**src/rtl/hamming_pkg.sv**
```systemverilog
// Shared Hamming(7,4) definitions used by both the encoder and the receive side.
// Codeword layout c[6:0] = {d3,d2,d1,p4,d0,p2,p1}; c[k] is bit position k+1.
package hamming_pkg;

  localparam int CW_W   = 7;
  localparam int DATA_W = 4;
  localparam int SYN_W  = 3;

  // Bit index of each field inside the codeword.
  localparam int P1 = 0;
  localparam int P2 = 1;
  localparam int D0 = 2;
  localparam int P4 = 3;
  localparam int D1 = 4;
  localparam int D2 = 5;
  localparam int D3 = 6;

  // Decoded result of one codeword.
  typedef struct packed {
    logic [DATA_W-1:0] data;
    logic [SYN_W-1:0]  err_pos;
    logic              corrected;
  } dec_t;

  // Syndrome {s4,s2,s1}: each parity bit re-checked over the positions it covers.
  function automatic logic [SYN_W-1:0] syndrome(input logic [CW_W-1:0] c);
    logic [SYN_W-1:0] s;
    s[0] = c[P1] ^ c[D0] ^ c[D1] ^ c[D3];
    s[1] = c[P2] ^ c[D0] ^ c[D2] ^ c[D3];
    s[2] = c[P4] ^ c[D1] ^ c[D2] ^ c[D3];
    return s;
  endfunction

  // Pull the four data bits out of a codeword.
  function automatic logic [DATA_W-1:0] extract_data(input logic [CW_W-1:0] c);
    return {c[D3], c[D2], c[D1], c[D0]};
  endfunction

endpackage

```
**src/rtl/hamming74_correct.sv**
```systemverilog
// Combinational Hamming(7,4) single-error corrector.
// A non-zero syndrome names the flipped bit position; that bit is inverted
// before the data bits are extracted. Double errors miscorrect silently.
module hamming74_correct
  import hamming_pkg::*;
(
  input  logic [CW_W-1:0]   c_i,
  output logic [DATA_W-1:0] data_o,
  output logic [SYN_W-1:0]  err_pos_o,
  output logic              corrected_o
);

  logic [SYN_W-1:0] syn;
  logic [CW_W-1:0]  flip;
  logic [CW_W-1:0]  fixed;

  assign syn = syndrome(c_i);

  // One-hot mask of the bit to invert; empty when the syndrome is clean.
  always_comb begin
    flip = '0;
    if (syn != '0) flip[syn - 3'd1] = 1'b1;
  end

  assign fixed       = c_i ^ flip;
  assign data_o      = extract_data(fixed);
  assign err_pos_o   = syn;
  assign corrected_o = (syn != '0);

endmodule

```
**src/rtl/hamming_serial_rx.sv**
```systemverilog
// Serial receive end of the Hamming(7,4) link.
// Frames a 1-bit stream into 7-bit codewords, corrects single-bit errors and
// presents the nibble on a valid/ready port with a one-entry holding register.
// The 7th bit of a frame is the only one that can stall: it is accepted only
// when the holding register is free or being drained in the same cycle.
module hamming_serial_rx
  import hamming_pkg::*;
#(
  parameter int unsigned CNT_W     = 16,
  parameter bit          LSB_FIRST = 1'b1
) (
  input  logic              clk,
  input  logic              rst,
  input  logic              sync,
  input  logic              bit_in,
  input  logic              bit_valid,
  output logic              bit_ready,
  output logic [3:0]        data_out,
  output logic              corrected,
  output logic [2:0]        err_pos,
  output logic              out_valid,
  input  logic              out_ready,
  output logic [CNT_W-1:0]  corr_count
);

  localparam logic [2:0] LAST_BIT = 3'd6;

  // Framing state
  logic [2:0]      bit_cnt_q, bit_cnt_d;
  logic [CW_W-1:0] sh_q, sh_d;

  // Output holding register
  dec_t            out_q, out_d;
  logic            out_valid_q, out_valid_d;
  logic [CNT_W-1:0] corr_cnt_q, corr_cnt_d;

  // Datapath helpers
  logic            accept;
  logic            last_bit;
  logic            load;
  logic [CW_W-1:0] sh_base;
  logic [CW_W-1:0] cw_full;
  dec_t            dec;

  // Handshake: a bit is taken unless it would complete a frame while the
  // output register is full and not being drained.
  assign last_bit  = (bit_cnt_q == LAST_BIT);
  assign bit_ready = !last_bit || !out_valid_q || out_ready;
  assign accept    = bit_valid && bit_ready;
  // sync wins over a completing bit: that bit starts the next frame instead.
  assign load      = accept && last_bit && !sync;

  // Shift-register contents after sync discard, and with the new bit shifted in.
  // LSB-first streams enter at the top and walk down so the first bit ends in c[0];
  // MSB-first streams enter at the bottom so the first bit ends in c[6].
  always_comb begin
    sh_base = sync ? '0 : sh_q;
    if (LSB_FIRST) cw_full = {bit_in, sh_base[CW_W-1:1]};
    else           cw_full = {sh_base[CW_W-2:0], bit_in};
  end

  // Decode the completed codeword straight from the shifter plus the incoming bit
  // so the result can be registered in the same cycle the 7th bit is accepted.
  hamming74_correct u_correct (
    .c_i         (cw_full),
    .data_o      (dec.data),
    .err_pos_o   (dec.err_pos),
    .corrected_o (dec.corrected)
  );

  // Next-state framing: bit counter runs 0..6 and wraps; sync restarts it.
  always_comb begin
    bit_cnt_d = bit_cnt_q;
    sh_d      = sh_base;
    if (accept) sh_d = cw_full;
    if (sync) begin
      bit_cnt_d = accept ? 3'd1 : 3'd0;
    end else if (accept) begin
      bit_cnt_d = last_bit ? 3'd0 : bit_cnt_q + 3'd1;
    end
  end

  // Next-state output register and saturating corrected-word counter.
  // A load in the same cycle as a drain keeps out_valid set.
  always_comb begin
    out_d       = out_q;
    out_valid_d = out_valid_q;
    corr_cnt_d  = corr_cnt_q;
    if (load) begin
      out_d       = dec;
      out_valid_d = 1'b1;
      if (dec.corrected && !(&corr_cnt_q)) corr_cnt_d = corr_cnt_q + CNT_W'(1);
    end else if (out_valid_q && out_ready) begin
      out_valid_d = 1'b0;
    end
  end

  // State registers with synchronous reset.
  always_ff @(posedge clk) begin
    if (rst) begin
      bit_cnt_q   <= '0;
      sh_q        <= '0;
      out_q       <= '0;
      out_valid_q <= 1'b0;
      corr_cnt_q  <= '0;
    end else begin
      bit_cnt_q   <= bit_cnt_d;
      sh_q        <= sh_d;
      out_q       <= out_d;
      out_valid_q <= out_valid_d;
      corr_cnt_q  <= corr_cnt_d;
    end
  end

  assign data_out   = out_q.data;
  assign err_pos    = out_q.err_pos;
  assign corrected  = out_q.corrected;
  assign out_valid  = out_valid_q;
  assign corr_count = corr_cnt_q;

endmodule

```
**config.mk**
```make
export PLATFORM = sky130hd
export DESIGN_NAME = hamming_serial_rx
export DESIGN_NICKNAME = d
export VERILOG_FILES = /design/src/rtl/hamming_pkg.sv /design/src/rtl/hamming74_correct.sv /design/src/rtl/hamming_serial_rx.sv
export SDC_FILE = /design/constraint.sdc
export NUM_CORES = 1
export LEC_CHECK = 0
export CORE_MARGIN = 2
export CORE_UTILIZATION = 45
export CTS_CLUSTER_SIZE = 30
export DETAILED_ROUTE_END_ITERATION = 10
export MAX_ROUTING_LAYER = met4
export PLACE_DENSITY = 0.69
export SYNTH_ARGS = -nofsm -noshare
export SYNTH_HDL_FRONTEND = slang
export SYNTH_SLANG_ARGS = --single-unit
```
**constraint.sdc**
```tcl
create_clock -name clk -period 4.75 [get_ports clk]
set_clock_uncertainty 0.1 [all_clocks]
set_input_delay 0.7125 -clock clk [delete_from_list [all_inputs] [get_ports clk]]
set_output_delay 0.7125 -clock clk [all_outputs]
set_load 0.01 [all_outputs]
```
[Yosys cells after proc, flatten, opt, wreduce, memory -nomap -nowiden]
Index checks and enable logic that the tools add are counted.
Word-level totals
  input port bits: 6
  register bits: 34
  memory bits (writable): 0
  logic and storage cells: 51
  memories: 0
  bits in read-only memories: 0
  output and inout bits: 26
  bits in latches: 0
Cells by class
  add/subtract/negate cells: 3
  magnitude comparators: 2
  mux-type cells: 11
  divide/modulo/power cells: 0
  shift-type cells: 0
  eq/ne operators: 1
  bitwise logic cells: 10
  reductions and logical operators: 17
  multipliers: 0
Operator list (number)
  $mux W7: 3
  $add A16 B1 Y16 const B: 1
  $reduce_and A16 Y1: 1
  $mux W3: 3
  $xor A1 B1 Y1: 9
  $xor A7 B7 Y7: 1
  $logic_and A1 B1 Y1: 6
  $logic_not A1 Y1: 4
  $lt A3 B4 Y1 const B: 1
  $mux W1: 4
  $reduce_bool A2 Y1: 2
  $add A3 B1 Y3 const B: 1
  $demux W1 S3: 1
  $eq A3 B3 Y1 const B: 1
  $ge A3 B1 Y1 const B: 1
  $reduce_bool A3 Y1: 1
  $sub A3 B1 Y3 const B: 1
  $logic_or A1 B1 Y1: 2
  $reduce_and A2 Y1: 1

[Depth between registers and ports, before layout]
Gate-level depths: netlist (run 1).
  depth in word-level cells: 11
  mapped depth: 9
  depth with buffers taken out: 9

[Hierarchy]
Synthesis (run 1) repeated with hierarchy kept, for this count alone.
Unflattened totals
  cells, all modules: 201
  area, all modules: 1736.7 um^2
Modules (own cells, without submodules)
  hamming_serial_rx: area each 1536.5 um^2, cells each 176, instances 1, sequential area each 680.7 um^2
  hamming74_correct: area each 200.2 um^2, cells each 25, instances 1, sequential area each 0.0 um^2

[Worst setup path after synthesis (run 1)]
No wires, ideal clock.
  kind: input to register
  start: input bit_in
  end: register corr_cnt_q[15] (netlist: corr_count[15])
  setup slack: 1513 ps
  arrival time: 3016 ps
  cell stages on the path: 9
  library setup time: 121 ps
  cells stage by stage: buf_1 > or3_4 > and2_2 > ha_1 > ha_1 > nand4b_1 > clkbuf_1 > nor4b_1 > mux2_2
Between the ends
  longest elaborated chain between the ends: 4
RTL lines
  start, declared: RTL line hamming_serial_rx.sv:15  | input logic bit_in,
  $xor A1 B1 Y1, on equally long branches: RTL line hamming_pkg.sv:28, hamming_pkg.sv:29, hamming_pkg.sv:30
  $reduce_bool A3 Y1 *: RTL line hamming74_correct.sv:28  | assign corrected_o = (syn != '0);
  $logic_and A1 B1 Y1 *: RTL line hamming_serial_rx.sv:92  | if (dec.corrected && !(&corr_cnt_q)) corr_cnt_d = corr_cnt_q + CNT_W'(1);
  $reduce_and A2 Y1 (no source line) *
  end signal, assigned: RTL line hamming_serial_rx.sv:111  | corr_cnt_q <= corr_cnt_d;
  end, declared: RTL line hamming_serial_rx.sv:35  | logic [CNT_W-1:0] corr_cnt_q, corr_cnt_d;
Mark *: on every way between the ends. The rest lies on a longest branch, timed or not.
A chain may end at the register's enable or synchronous reset.

[Worst setup path in the final report (run 1)]
  start: input sync
  end: register out_q, in the netlist data_out[1]
Between the ends
  longest elaborated chain between the ends: 11
RTL lines
  start, declared: RTL line hamming_serial_rx.sv:14  | input logic sync,
  $mux W7: RTL line hamming_serial_rx.sv:57  | sh_base = sync ? '0 : sh_q;
  $xor A1 B1 Y1, on equally long branches (3 in series): RTL line hamming_pkg.sv:28, hamming_pkg.sv:29, hamming_pkg.sv:30
  $sub A3 B1 Y3: RTL line hamming74_correct.sv:22  | if (syn != '0) flip[syn - 3'd1] = 1'b1;
  $lt A3 B4 Y1 (implied by the code) / $ge A3 B1 Y1 (equally long branches): RTL line hamming74_correct.sv:22
  $logic_and A1 B1 Y1 (implied by the code): RTL line hamming74_correct.sv:22
  $mux W1 (implied by the code): RTL line hamming74_correct.sv:22
  $demux W1 S3
  $mux W7: RTL line hamming74_correct.sv:22
  $xor A7 B7 Y7: RTL line hamming74_correct.sv:25  | assign fixed = c_i ^ flip;
  end signal, assigned: RTL line hamming_serial_rx.sv:109  | out_q <= out_d;
  end, declared: RTL line hamming_serial_rx.sv:33  | dec_t out_q, out_d;
Several ways; a longest one is shown, not always the timed one. The select of a mux whose other input is x is not followed.

==> flow_metrics.py, run 1 <==
metrics = {
    "clock_tree": {
        "worstSkewPairLatency_ps": 280,
        "cts_buffers": 5,
        "clockRootBuffer": "clkbuf_8",
        "cts_sinks": 34,
        "path_clk_slew_ps": 60,
        "ctsHoldBuffers": 0,
        "post_cts_buffers": 0,
        "cts-htree-levels": 2,
        "cts_tree": "built",
        "clockBufferDepth": 2,
        "ctsResizeCount": 0,
    },
    "synth": {
        "synth_nets": 227,
        "synth_top_area_share_pct": 36.0,
        "syn_avg_cell_area_sq_um": 8.68,
        "yosys_warnings": 0,
        "ys_seq_area_share_pct": 36.0,
        "ys_seq_elements": 34,
        "syn_inst": 218,
        "synth_edf_count": 0,
        "ys_types": 46,
        "synth_ff_type": "dfxtp_1",
        "netlist_area_sq_um": 1890,
        "yosysTopAreaCell": "dfxtp_1",
        "async_flop_share_pct": 0,
        "synth_area_leaders": "dfxtp_1 (36%), mux2_2 (6.0%), nor2_1 (6.0%)",
    },
    "timing": {
        "tightestPinTransition_ps": 625,
        "layout_min_cycle_time_ps": 3600,
        "grt_setup_unrepaired": "no",
        "timing.final.ws_setup_ps": 1150,
        "relSlewSlack_pct": 58.2,
        "finalMaxSlewViolations": 0,
        "finalHoldViolations": 0,
        "tns_ps": 0,
        "setup_viol": 0,
        "period_share_pct": 75.9,
        "max_freq_ghz": 0.278,
        "hold_ws_ps": 360,
    },
    "routing": {
        "wl_um": 3920,
        "wl_per_cell_um": 13.4,
        "avgViaCountPerCell": 5.69,
        "drtPass1Iterations": 4,
        "route.detailed.drc": 0,
        "dr.first_iter.drc_count": 88,
        "num_vias": 1666,
        "ant_nets": 0,
    },
    "floorplanning": {
        "initial_utilization_pct": 47.0,
        "dieArea_sq_um": 4740,
        "num_rows": 23,
        "ioPinCount": 32,
        "core_sq_um": 4030,
        "die_w_um": 68.8,
        "die_y_um": 68.8,
    },
    "outcome": {
        "status": "finished, final reports clean",
    },
    "layout": {
        "drive_above_1_share_pct": 11.5,
        "area_growth_pct": 21.5,
        "nets": 252,
        "postLayoutCoreUtil_pct": 57.0,
        "antenna_cells": 0,
        "layout.cells.most_common": "dfxtp_1",
        "layout_common_cells": "dfxtp_1 (34), clkdlybuf4s50_1 (31), nor2_1 (30)",
    },
    "place": {
        "port_buffers": 31,
        "pre_cts_ws_ps": 870,
        "dp_hpwl_um": 2750,
        "gp_congestion": 0.834,
    },
    "pwr": {
        "finalPower_uw": 530,
        "p_leak_uw": 0.000798,
        "power_density_nw_per_um2": 231,
        "peakVddDrop_mv": 0.137,
    },
    "setup_path": {
        "critPathKind": "input pin to register",
        "arrival_ps": 3690,
        "cp_max_fo": 15,
        "worstPathRequired_ps": 4840,
        "start_kind": "input pin",
        "crit_path_end_kind": "register",
    },
    "grt": {
        "globalRouteOverflowTotal": 0,
        "grt.total_usage_pct": 18.5,
        "grt_pass1_wl_um": 6400,
        "grt_pass1_vias": 1444,
        "grt_max_degree": 25,
        "antenna_found_initial": 0,
    },
    "min_path": {
        "min_path_type": "register to register",
    },
    "job": {
        "drv_cap": 0,
    },
}
## kinds of logic after synthesis
group | after synthesis | synth area share (%)
mux | 15 | 8.60
flops | 34 | 36.0
buf+inv | 21 | 4.23
compound gates | 37 | 13.6
simple gates | 103 | 30.8
xor+xnor | 5 | 4.76
fa+ha+maj | 3 | 1.98
## critical path: stages
cell and delay [ps]:
clkdlybuf4s50_1 660, or3_4 510, and2_2 210, ha_1 170
ha_1 310, nor3b_1 410, nor4b_1 370, nor4_1 90
nor4_1 250
## metrics by stage
step	std cells	area, sq um
2_1_floorplan	218	1890
3_5_place_dp	286	2220
3_3_place_gp	286	2220
5_1_grt	293	2300
6_report	293	2300
4_1_cts	293	2300
## synth_stat cells (all sizes together), types with 3 or more instances
| cell | instances |
|---|---|
| inv | 6 |
| o21ai | 4 |
| dfxtp | 34 |
| nor2b | 11 |
| mux2i | 5 |
| nor2 | 30 |
| a311oi | 3 |
| and4 | 4 |
| or4 | 5 |
| nand3 | 8 |
| xnor3 | 3 |
| ha | 3 |
| o31ai | 5 |
| nor4 | 13 |
| nor3b | 3 |
| a211oi | 4 |
| buf | 4 |
| or3 | 4 |
| a21oi | 13 |
| mux2 | 10 |
| nand2 | 10 |
| clkbuf | 11 |
## routing by layer
| metal | part of all wire, % | vias to the layer above | global-route usage [%] |
|---|---|---|---|
| li1 | - | 856 | - |
| met1 | 48 | 770 | 22.9 |
| met2 | 46 | 37 | 29.0 |
| met3 | 4.5 | 3 | 5.36 |
| met4 | 0.92 | 0 | 6.37 |
| met5 | 0 | - | - |
## power by group
part           internal [uW]  switching, uW  total (uW)  leakage (uW)
combinational           19.7           23.9        43.6      0.000485
clock                    101           97.4         198     0.0000383
sequential               286           2.06         288      0.000274
total                    407            123         530      0.000798
## final timing paths
check / startpoint / to / slack [ps] / cells after the start
max: sync / data_out[1] / 1150 / 9
min: corrected / corrected / 360 / 2
max reg2reg: sh_q[3] / data_out[1] / 1490 / 9
min reg2reg: corrected / corrected / 360 / 2
## registers in the layout, indices dropped and copies added (netlist names)
register	count
err_pos	3
out_valid	1
corrected	1
bit_cnt_q	3
sh_q	6
corr_count	16
data_out	4
## area by class of cell
type	instances	area, sq um
Multi-Input combinational cell	163	1130
Timing Repair Buffer	33	325
Fill cell	396	1730
Inverter	6	22.5
Tap cell	50	62.6
Sequential cell	34	681
Clock buffer	7	76.3
Note: power is estimated with default switching activity, not from simulation.
==> run 2: changes to the inputs <==
PLACE_DENSITY = 0.72   (was 0.69)
clock period = 3.24 ns   (was 4.75 ns; I/O delays follow)
==> flow_metrics.py, run 2 (synthesis gave the netlist of run 1 again) <==
metrics = {
    "outcome": {
        "status": "finished, final reports clean",
    },
    "timing": {
        "period_share_pct": 96.0,
        "hold_ws_ps": 380,
        "relSlewSlack_pct": 64.6,
        "grt_setup_unrepaired": "no",
        "layout_min_cycle_time_ps": 3110,
        "max_freq_ghz": 0.321,
        "tightestPinTransition_ps": 531,
        "setup_viol": 0,
        "finalMaxSlewViolations": 0,
        "finalHoldViolations": 0,
        "tns_ps": 0,
    },
    "routing": {
        "wl_um": 3980,
        "drtPass1Iterations": 4,
        "wl_per_cell_um": 13.3,
        "avgViaCountPerCell": 5.67,
        "route.detailed.drc": 0,
        "ant_nets": 0,
        "num_vias": 1702,
        "dr.first_iter.drc_count": 180,
    },
    "setup_path": {
        "crit_slowest_cell": "xnor3_2",
        "critPathKind": "register to register",
        "crit_path_end_kind": "register",
        "worstPathRequired_ps": 3330,
        "r2r_end": "corr_count[15]",
        "cp_max_fo": 24,
        "r2r_start": "sh_q[1]",
        "path_cells": "xnor3_2 -> or3_4 -> and2_2 -> ha_1 -> ha_1 -> nand4b_1 -> buf_4 -> nor4b_1 -> mux2_2",
        "cp_top_family": "simple AND/OR/NAND/NOR gates",
        "critPathMaxStageDelay_ps": 500,
        "arrival_ps": 3200,
        "start_kind": "register",
        "crit_buf_inv": 1,
        "cp_common_cell": "ha_1",
        "reg2reg_depth": 9,
        "r2r_slack_ps": 130,
    },
    "clock_tree": {
        "ctsHoldBuffers": 0,
        "cts-htree-levels": 2,
        "cts_sinks": 34,
        "clockRootBuffer": "clkbuf_8",
        "cts_buffers": 5,
        "worstSkewPairLatency_ps": 290,
        "clockBufferDepth": 2,
        "cts_tree": "built",
        "path_clk_slew_ps": 70,
    },
    "pwr": {
        "p_leak_uw": 0.000861,
        "power_density_nw_per_um2": 404,
        "peakVddDrop_mv": 0.281,
    },
    "floorplanning": {
        "ioPinCount": 32,
        "die_w_um": 68.8,
        "dieArea_sq_um": 4740,
        "initial_utilization_pct": 47.0,
        "die_y_um": 68.8,
        "num_rows": 23,
        "core_sq_um": 4030,
    },
    "min_path": {
        "min_path_type": "register to register",
        "hold_path_end": "corrected",
        "hold_path_startpoint": "corrected",
        "hold_depth": 2,
    },
    "layout": {
        "antenna_cells": 0,
        "layout_common_cells": "dfxtp_1 (34), clkdlybuf4s50_1 (31), nor2_1 (30)",
        "n_fill_cell": 366,
        "nets": 258,
        "register_area_sq_um": 681,
        "layout.cells.most_common": "dfxtp_1",
        "multi_input_area_sq_um": 1150,
        "largest_reg_flops": 16,
        "area_growth_pct": 28.4,
        "drive_above_1_share_pct": 16.0,
    },
    "place": {
        "dp_hpwl_um": 2810,
        "gp_congestion": 0.862,
        "port_buffers": 31,
    },
    "grt": {
        "antenna_found_initial": 0,
        "globalRouteOverflowTotal": 0,
        "grt.total_usage_pct": 19.4,
        "grt_pass1_wl_um": 6620,
        "grt_pass1_vias": 1467,
        "grt_max_degree": 28,
    },
    "job": {
        "drv_cap": 0,
    },
}
run 2: changes by cell type in the layout (fill, tap and decap cells not counted):
| cell | before | now |
|---|---|---|
| bufinv_16 | 0 | 2 |
| nor4b_1 | 2 | 1 |
| nor4_2 | 0 | 2 |
| clkbuf_8 | 5 | 6 |
| buf_4 | 2 | 8 |
| clkbuf_1 | 2 | 0 |
| nor4_1 | 13 | 11 |
| nor4b_2 | 0 | 1 |
run 2: per-stage QoR:
stage / power [uW] / cell area (sq um) / std cells / util [%] / setup WS [ps]
floorplan: 479 / 1890 / 218 / - / 168
global placement: 500 / 2270 / 292 / 56.3 / 63.9
detailed placement: 502 / 2270 / 292 / 56.3 / 7.71
CTS: 992 / 2410 / 300 / 59.8 / 147
global route: 1010 / 2430 / 300 / 60.3 / 9.11
finish: 981 / 2430 / 300 / 60.3 / 128
run 2: area by class of cell:
class                           count  area share (%)
Multi-Input combinational cell    163            47.3
Sequential cell                    34            28.0
Timing Repair Buffer               39            15.2
Clock buffer                        6            3.40
Tap cell                           50            2.58
Clock inverter                      2            2.47
Inverter                            6           0.927
run 2: power breakdown:
part / total [uW] / switching, uW / internal, uW
Sequential: 423 / 2.89 / 420
Combinational: 70.1 / 36.4 / 33.7
Clock: 489 / 160 / 328
Total: 981 / 200 / 782
run 2: how the worst max path moves through the flow:
stage / to / from / slack (ps) / cells past startpoint
after floorplan: corr_count[15] / sh_q[3] / 170 / 9
after global placement: corr_count[15] / sync / 60 / 9
after detailed placement: corr_count[15] / sync / 8 / 9
after CTS: corr_count[15] / sh_q[1] / 150 / 9
after global routing: corr_count[15] / sh_q[1] / 9 / 9
final: corr_count[15] / sh_q[1] / 130 / 9
run 2: repair_timing:
item,4_1_cts,5_1_grt
gates resized for setup,0,3
endpoints found under the setup margin,0,2
setup buffers,0,0
run 2: worst min-delay path, delay by kind of cell, from the launching register on:
| kind | cells | cell delay, ps |
|---|---|---|
| AO/OA/AOI/OAI | 1 | 60 |
| AND/OR/NAND/NOR | 1 | 60 |
| flip-flops | 1 | 320 |
run 2: per-layer routing:
metal | GRT usage, % | wire length [um]
met5 | - | 0
met4 | 6.62 | 51
met3 | 5.36 | 179
met2 | 32.1 | 1980
met1 | 22.7 | 1770
==> run 3: changes to the inputs <==
MAX_ROUTING_LAYER = not set   (was met4)
SETUP_SLACK_MARGIN = 0.1   (was not set)
SLEW_MARGIN = 25   (was not set)
==> flow_metrics.py, run 3 (synthesis gave the netlist of run 1 again) <==
metrics = {
    "setup_path": {
        "cp-startpoint": "sh_q[5]",
        "path_cells": "xnor3_2 -> or3_4 -> and2_2 -> ha_2 -> ha_4 -> or3b_2 -> a221o_1 -> a311oi_2",
        "crit_path_end_kind": "register",
        "cp_top_family": "simple AND/OR/NAND/NOR gates",
        "crit_slowest_cell": "or3b_2",
        "critPathMaxStageDelay_ps": 470,
        "crit_buf_inv": 0,
        "worstPathRequired_ps": 3350,
        "critPathKind": "register to register",
        "start_kind": "register",
        "r2r_start": "sh_q[5]",
        "cp_max_fo": 5,
        "r2r_slack_ps": 220,
        "arrival_ps": 3130,
    },
    "clock_tree": {
        "cts-htree-levels": 2,
        "ctsHoldBuffers": 0,
        "cts_buffers": 5,
        "path_clk_slew_ps": 70,
        "cts_sinks": 34,
        "clockBufferDepth": 2,
        "clockRootBuffer": "clkbuf_8",
        "cts_tree": "built",
        "worstSkewPairLatency_ps": 290,
    },
    "routing": {
        "dr.max_layer_used": "met4",
        "wl_per_cell_um": 13.9,
        "dr.first_iter.drc_count": 128,
        "wl_met2_um": 2110,
        "route.met3.wl_um": 145,
        "drtPass1Iterations": 4,
        "route.detailed.drc": 0,
        "wl_um": 4210,
        "num_vias": 1739,
        "ant_nets": 0,
        "m1WireLength_um": 1890,
        "avgViaCountPerCell": 5.74,
    },
    "layout": {
        "area_growth_pct": 32.1,
        "layout_common_cells": "dfxtp_1 (33), clkdlybuf4s50_1 (31), nor2_1 (30)",
        "nets": 261,
        "largest_reg_flops": 16,
        "antenna_cells": 0,
        "drive_above_1_share_pct": 19.8,
        "layout.cells.most_common": "dfxtp_1",
        "postLayoutCoreUtil_pct": 62.0,
    },
    "floorplanning": {
        "num_rows": 23,
        "core_sq_um": 4030,
        "dieArea_sq_um": 4740,
        "die_w_um": 68.8,
        "initial_utilization_pct": 47.0,
        "die_y_um": 68.8,
        "ioPinCount": 32,
    },
    "place": {
        "gp_congestion": 0.849,
        "dp_hpwl_um": 2810,
        "port_buffers": 31,
    },
    "grt": {
        "globalRouteOverflowTotal": 0,
        "grt_max_degree": 28,
        "grt_pass1_wl_um": 6600,
        "grt_pass1_vias": 1470,
        "grt.total_usage_pct": 18.8,
        "antenna_found_initial": 0,
    },
    "pwr": {
        "peakVddDrop_mv": 0.282,
        "p_leak_uw": 0.000874,
        "power_density_nw_per_um2": 395,
    },
    "timing": {
        "finalMaxSlewViolations": 0,
        "tightestPinTransition_ps": 586,
        "max_freq_ghz": 0.331,
        "period_share_pct": 93.1,
        "relSlewSlack_pct": 60.9,
        "finalHoldViolations": 0,
        "layout_min_cycle_time_ps": 3020,
        "setup_viol": 0,
        "grt_setup_unrepaired": "no",
        "tns_ps": 0,
    },
    "min_path": {
        "min_path_type": "register to register",
        "hold_path_startpoint": "corrected",
    },
    "job": {
        "drv_cap": 0,
    },
    "outcome": {
        "status": "finished, final reports clean",
    },
}
run 3: layout make-up:
class / instances / area (sq um)
tap: 50 / 62.6
sequential: 34 / 684
multi-input combinational: 163 / 1190
fill: 360 / 1530
timing repair buffer: 42 / 397
clock inverter: 2 / 60.1
inverter: 6 / 22.5
clock buffer: 6 / 82.6
run 3: path summary, 6_finish.rpt:
| check | to | depth (start not counted) |
|---|---|---|
| worst max-delay path | data_out[0] | 8 |
| worst min-delay path | corrected | 2 |
| worst max register to register | data_out[0] | 8 |
| worst min register to register | corrected | 2 |
run 3: tightest hold or removal path, cell delays in order, from the launching register on:
cell     delay, ps
dfxtp_1        320
nand2_1         60
a21oi_1         60
run 3: timing repair:
item                                    CTS  global route
endpoints found under the setup margin    0            13
gates resized for setup                   0            12
buffers inserted                          0             3
run 3: layer usage:
| layer | track usage [%] | vias to the layer above |
|---|---|---|
| met5 | 0 | - |
| met3 | 5.36 | 6 |
| li1 | - | 873 |
| met4 | 6.62 | 0 |
| met2 | 32.1 | 31 |
| met1 | 22.6 | 829 |
run 3: report_power, final:
| group | switching (uW) | internal [uW] | total [uW] |
|---|---|---|---|
| Sequential | 2.92 | 419 | 422 |
| Combinational | 38.9 | 37.4 | 76.3 |
| Clock | 160 | 328 | 488 |
run 3: metrics by stage:
stage	hold WS, ps	cell area, sq um	power [uW]	worst slack (ps)	instances
final	383	2500	986	223	303
after global routing	428	2500	1020	134	303
after CTS	391	2410	992	147	300
after detailed placement	381	2270	502	7.71	292
after global placement	357	2270	500	63.9	292
after floorplan	366	1890	479	168	218
